<file path="src/rtl/demux_8bits_buffered.sv">
// One byte stream steered onto four buffered valid/ready channels (a..d),
// targeted either by sel or by a round-robin pointer that only moves on accepts.
module demux_8bits_buffered #(
  parameter int WIDTH = 8,
  parameter int DEPTH = 2
) (
  input  logic             clk,
  input  logic             rst,
  input  logic [WIDTH-1:0] in_data,
  input  logic             in_valid,
  output logic             in_ready,
  input  logic [1:0]       sel,
  input  logic             rr_mode,
  output logic [WIDTH-1:0] a,
  output logic [WIDTH-1:0] b,
  output logic [WIDTH-1:0] c,
  output logic [WIDTH-1:0] d,
  output logic             a_valid,
  output logic             b_valid,
  output logic             c_valid,
  output logic             d_valid,
  input  logic             a_ready,
  input  logic             b_ready,
  input  logic             c_ready,
  input  logic             d_ready
);

  localparam int AW = (DEPTH > 1) ? $clog2(DEPTH) : 1;
  localparam int CW = $clog2(DEPTH + 1);
  localparam logic [CW-1:0] FULL_COUNT = CW'(DEPTH);

  logic [1:0]            r_rr_ptr;
  logic [1:0]            w_target;
  logic                  w_accept;
  logic [3:0]            w_full;
  logic [3:0]            w_valid;
  logic [3:0]            w_pop_req;
  logic [3:0][WIDTH-1:0] w_head;

  assign w_pop_req = {d_ready, c_ready, b_ready, a_ready};
  assign w_target  = rr_mode ? r_rr_ptr : sel;
  // A full target stalls input even if it pops this cycle: no pass-through.
  assign in_ready  = !rst && !w_full[w_target];
  assign w_accept  = in_valid && in_ready;

  always_ff @(posedge clk) begin
    if (rst) begin
      r_rr_ptr <= 2'd0;
    end else if (w_accept && rr_mode) begin
      r_rr_ptr <= r_rr_ptr + 2'd1;
    end
  end

  genvar gi;
  generate
    for (gi = 0; gi < 4; gi++) begin : g_chan
      logic [WIDTH-1:0] r_mem [DEPTH];
      logic [AW-1:0]    r_wr_ptr;
      logic [AW-1:0]    r_rd_ptr;
      logic [CW-1:0]    r_count;
      logic             w_push;
      logic             w_pop;

      assign w_push      = w_accept && (w_target == 2'(gi));
      assign w_pop       = w_valid[gi] && w_pop_req[gi];
      assign w_valid[gi] = (r_count != '0);
      assign w_full[gi]  = (r_count == FULL_COUNT);
      assign w_head[gi]  = w_valid[gi] ? r_mem[r_rd_ptr] : '0;

      // Storage needs no reset: the occupancy counter decides what is visible.
      always_ff @(posedge clk) begin
        if (w_push) begin
          r_mem[r_wr_ptr] <= in_data;
        end
      end

      always_ff @(posedge clk) begin
        if (rst) begin
          r_wr_ptr <= '0;
          r_rd_ptr <= '0;
          r_count  <= '0;
        end else begin
          if (w_push) begin
            r_wr_ptr <= r_wr_ptr + 1'b1;
          end
          if (w_pop) begin
            r_rd_ptr <= r_rd_ptr + 1'b1;
          end
          if (w_push && !w_pop) begin
            r_count <= r_count + 1'b1;
          end else if (!w_push && w_pop) begin
            r_count <= r_count - 1'b1;
          end
        end
      end
    end
  endgenerate

  assign a       = w_head[0];
  assign b       = w_head[1];
  assign c       = w_head[2];
  assign d       = w_head[3];
  assign a_valid = w_valid[0];
  assign b_valid = w_valid[1];
  assign c_valid = w_valid[2];
  assign d_valid = w_valid[3];

endmodule

</file>
<file path="config.mk">
export PLATFORM = sky130hd
export DESIGN_NAME = demux_8bits_buffered
export DESIGN_NICKNAME = d
export VERILOG_FILES = /design/src/rtl/demux_8bits_buffered.sv
export SDC_FILE = /design/constraint.sdc
export NUM_CORES = 1
export LEC_CHECK = 0
export BUFFER_PORTS_ARGS = -buffer_cell sky130_fd_sc_hd__buf_2
export CAP_MARGIN = 5
export CORE_MARGIN = 2
export CORE_UTILIZATION = 60
export CTS_CLUSTER_SIZE = 12
export DETAILED_ROUTE_END_ITERATION = 8
export PLACE_DENSITY_LB_ADDON = 0.05
export SYNTH_ARGS = -nofsm -noshare
export SYNTH_HDL_FRONTEND = slang
export SYNTH_SLANG_ARGS = --single-unit
export TNS_END_PERCENT = 5
</file>
<file path="constraint.sdc">
create_clock -name clk -period 6.5 [get_ports clk]
set_clock_uncertainty 0.15 [all_clocks]
set_input_delay 1.95 -clock clk [delete_from_list [all_inputs] [get_ports clk]]
set_output_delay 1.95 -clock clk [all_outputs]
set_load 0.05 [all_outputs]
</file>
Word level (Yosys, flattened, before mapping)
Memories as Yosys holds them, arrays and structs flattened. A register that Yosys moved wholly into a read port is not among the register bits.
Cells that the tools add are included.

word-level totals
  memory bits (read-only) = 0
  input port bits = 18
  memories = 4
  bits in writable memories = 64
  logic and storage cells = 111
  bits in latches = 0
  bits in registers = 18

cells by class
  bitwise operators = 0
  magnitude comparators = 1
  reduce and logical (&&, ||, !) cells = 38
  divide/modulo/power cells = 0
  muxes and demuxes = 31
  eq/ne operators = 7
  add/sub/neg operators = 17
  $mul = 0
  shift-type cells = 0

memories
  memory           words  bits a word  rd ports  clocked after memory_dff  write ports  line  source
  g_chan[0].r_mem  2      8            1         1                         1            57    logic [WIDTH-1:0] r_mem [DEPTH];
  g_chan[1].r_mem  2      8            1         1                         1            57
  g_chan[2].r_mem  2      8            1         1                         1            57
  g_chan[3].r_mem  2      8            1         1                         1            57

operator list
  cell                   count
  $mux W8                4
  $logic_and A1 B1 Y1    19
  $mux W2                9
  $mux W1                17
  $reduce_bool A2 Y1     8
  $eq A2 B2 Y1 const B   6
  $add A2 B1 Y2 const B  5
  $logic_not A1 Y1       10
  $add A1 B1 Y1 const B  8
  $sub A2 B1 Y2 const B  4
  $lt A2 B3 Y1 const B   1
  $bmux W1 S2            1
  $eq A2 B1 Y1 const B   1
  $logic_not A2 Y1       1

Depth between registers and ports, before layout
  depth after elaboration = 11
  gate-level depth with buffers = 10
  gate-level depth less buffers = 8

Worst setup path before layout
Ideal clock, no wire load.

  path kind = input port to output port
  start = input port rr_mode
  end = output port in_ready
  path buffers = 2
  setup slack = 1.084 ns
  data arrival time = 3.316 ns
  required time = 4.400 ns
  stages on the path = 6
  path through = buf_6 and3b_1 o21ai_2 o2111ai_2 buf_6 nor2_1

on the way
  cells in the longest elaborated chain, start to end = 5

ends and longest elaborated chain
  element                        line  source
  start: declaration             13    input logic rr_mode,
  $mux W2                        41    assign w_target = rr_mode ? r_rr_ptr : sel;
  $bmux W1 S2                    43    assign in_ready = !rst && !w_full[w_target];
  $mux W1 (implied by the code)  43
  $logic_not A1 Y1               43
  $logic_and A1 B1 Y1            43
  end: declaration               11    output logic in_ready,

Every way passes these cells. The select of a mux whose other input is x is not followed.

Worst setup path in the final report
Ends and elaborated chain as after synthesis.

==> metrics.md <==
| Metric | Value |
|---|---|
| TritonCTS clock tree | yes |
| Vias per inst | approximately 5.3 |
| CP startpoint kind | input pin |
| Setup-failing EPs final | 0 |
| Post-DP HPWL | 4147 um |
| Fraction of registers with async set/reset | 0% |
| Fillcell total | 424 |
| Ranking of synthesized cells by area | edfxtp_1 (55%), dfxtp_1 (13%), mux2i_1 (9.2%) |
| Yosys reg bits | between 80 and 90 |
| Sequential area share after synthesis | between 60 and 70% |
| Sum Neg Setup Slack | 0 ps |
| Crit share post-route | 80.95% |
| Max-slew headroom at the worst pin | around 33% |
| Max Transition Viols Final | 0 |
| Clock H-tree levels | 3 |
| First-pass GRT wire length | around 9300 um |
| DIE AREA | 6435 sq um |
| Wire per inst | approximately 15 um |
| Area of the multi-input gates | 1052 sq um |
| Drt drc | 0 |
| Gp weighted congestion | ~0.8 |
| Max VDD drop | 247.9 uV |
| Status | finished clean |
| Fin Hold WS | 347.4 ps |
| Post-cts resize count | 0 |
| Io pins | 55 |
| Post-synth top area cell | edfxtp_1 |
| DP Area | ~3800 sq um |
| Cell area after synthesis | between 3000 and 4000 sq um |
| Initial Utilization | a little over three fifths |
| CTS buffer count | 9 |
| WS Path Type | input pin to output port |
| Syn_nets | approximately 280 |
| CTS clk-pin slew, worst paths | roughly 70 ps |
| Antenna violations before repair | 0 |
| Layout area overhead | 14.90% |
| Synth top cells by count | edfxtp_1 (64), nor2_1 (54), mux2i_1 (32) |
| Largest net degree at the start of global routing | 23 |
| Die Y | approximately 80 um |
| Unrepaired setup endpoints after global routing | no |
| Row count | 27 |
| Clk sinks | between 80 and 90 |
| Worst-Margin Slew | approximately 990 ps |
| Chip Width | about 80 um |
| Fin area | approximately 4000 sq um |
| Critical Path Fanout Max | 11 |
| EDFF count, synth | 64 |
| Count leader, synth | edfxtp_1 |
| Core Area | about 5600 sq um |
| Worst Hold Class | flip-flop to flip-flop |
| Port bufs | 54 |
| CTS Buffer Depth | 2 |
| Global-route usage over all layers | between 10% and 20% |
| Syn_area_per_cell | 13.30 sq um |
| Final hold vios | 0 |
| Vias | ~2,100 |
| PwrDens | ~420 nW/um^2 |
| CP required | approximately 4400 ps |
| Drt total wl | approximately 5800 um |
| TritonRoute pass-1 iters | 4 |
| Total grt overflow | 0 |
| Root Driver | clkbuf_8 |
| Unique masters post-synth | 29 |
| Syn. warnings | 0 |
| Synth top area share | a little under three fifths |
| Max cap viols | 0 |
| Sequential cell area | about 2400 sq um |
| Iter 0 DRT Violations | 110 |
| CP endpoint kind | output port |
| Synthesized instance count | about 260 |
| Vias in the first global route | 1,993 |
| Post-CTS Setup Repair Bufs | 0 |
| Most used DFF post-synth | edfxtp_1 |
| Post-route ant nets | 0 |
| Hold-fix buffers, CTS | 0 |
| # diodes | 0 |
| Fmax | ~0.19 GHz |
| Nets | 344 |
| Share of layout cells above drive strength 1 | between 20% and 30% |
| LEAKAGE | between 1.5 and 2 nW |
| Period minus WS final | roughly 5300 ps |
| Clock Latency Late Sink | about 330 ps |
| Arr. time, crit path | between 3000 and 4000 ps |
power breakdown:
| group | total [mW] | leakage, nW | internal, mW | switching [mW] |
|---|---|---|---|---|
| clock network | 0.343 | 0.0884 | 0.175 | 0.168 |
| logic | 0.648 | 0.681 | 0.169 | 0.479 |
| registers | 0.697 | 0.757 | 0.636 | 0.0611 |
final timing paths:
| check | startpoint | endpoint | slack (ps) | depth (start not counted) |
|---|---|---|---|---|
| worst max register to register | r_rr_ptr[0] | g_chan[3].r_mem[0][5] | 4000 | 4 |
| worst min-delay path | g_chan[2].r_count[1] | g_chan[2].r_count[1] | 350 | 2 |
| worst max-delay path | rr_mode | in_ready | 1240 | 6 |
| worst min register to register | g_chan[2].r_count[1] | g_chan[2].r_count[1] | 350 | 2 |
through the flow:
step	utilization (%)	std cells	setup slack, ps	total power [mW]
after CTS	71.85	399	1243	1.698
after global routing	71.85	399	1131	1.769
after global placement	68.60	383	1283	1.350
final	71.85	399	1238	1.688
after floorplan	-	262	1084	1.220
after detailed placement	68.60	383	1247	1.362
layout make-up:
type	instances	area share (%)
sequential	86	58.98
multi-input combinational	161	26.27
timing repair buffer	57	7.310
clock buffer	11	3.280
tap	72	2.249
clock inverter	5	1.250
inverter	7	0.6560
critical path, stage by stage:
cell and delay, ps:
buf_2 150, and3b_1 210, o21ai_2 140, o2111ai_2 270, nor2_1 160, buf_2 270
layout by cell type (no fill, tap or decap):
master / instances
nor2_1: 54
o2111ai_2: 1
and3b_1: 2
nand2_1: 6
nor3_1: 5
xnor2_1: 2
nand3_1: 2
clkbuf_8: 9
or3_1: 6
and2_1: 5
clkinvlp_4: 1
a211o_1: 1
o311ai_0: 2
nor4_2: 1
nand3b_1: 1
buf_4: 3
clkbuf_1: 2
nand2b_1: 3
a21oi_1: 6
nor4_1: 3
xor2_1: 12
mux2i_1: 32
nor2b_1: 2
inv_1: 7
clkinv_2: 1
bufinv_16: 1
o21ai_0: 6
ha_1: 4
nor3b_1: 2
edfxtp_1: 64
clkinv_1: 2
a21oi_2: 1
dfxtp_1: 22
o21ai_2: 2
buf_2: 54
per-layer routing:
metal | share of wire [%] | wire [um] | vias up | GRT usage (%)
li1 | - | - | 1052 | -
met1 | 45 | 2617 | 1015 | 25.53
met2 | 50 | 2901 | 45 | 33.33
met3 | 3.7 | 217 | 8 | 3.483
met4 | 1.6 | 95 | 0 | 7.627
met5 | 0 | 0 | - | 0
cells by family (layout without fill, tap and decap cells):
logic type	after synthesis	in the layout	share of synthesized area, %
simple gates	92	92	12.38
flops	86	86	67.77
mux	32	32	9.189
compound gates	19	19	3.661
buf+inv	15	80	2.046
xor+xnor	14	14	3.518
fa+ha+maj	4	4	1.436
flip-flops by register name (all words and copies together) (netlist names), named ones only:
signal	count
g_chan.r_count	8
r_rr_ptr	2
g_chan.r_mem	64
g_chan.r_rd_ptr	4
g_chan.r_wr_ptr	4
(Power assumes the default switching activity.)
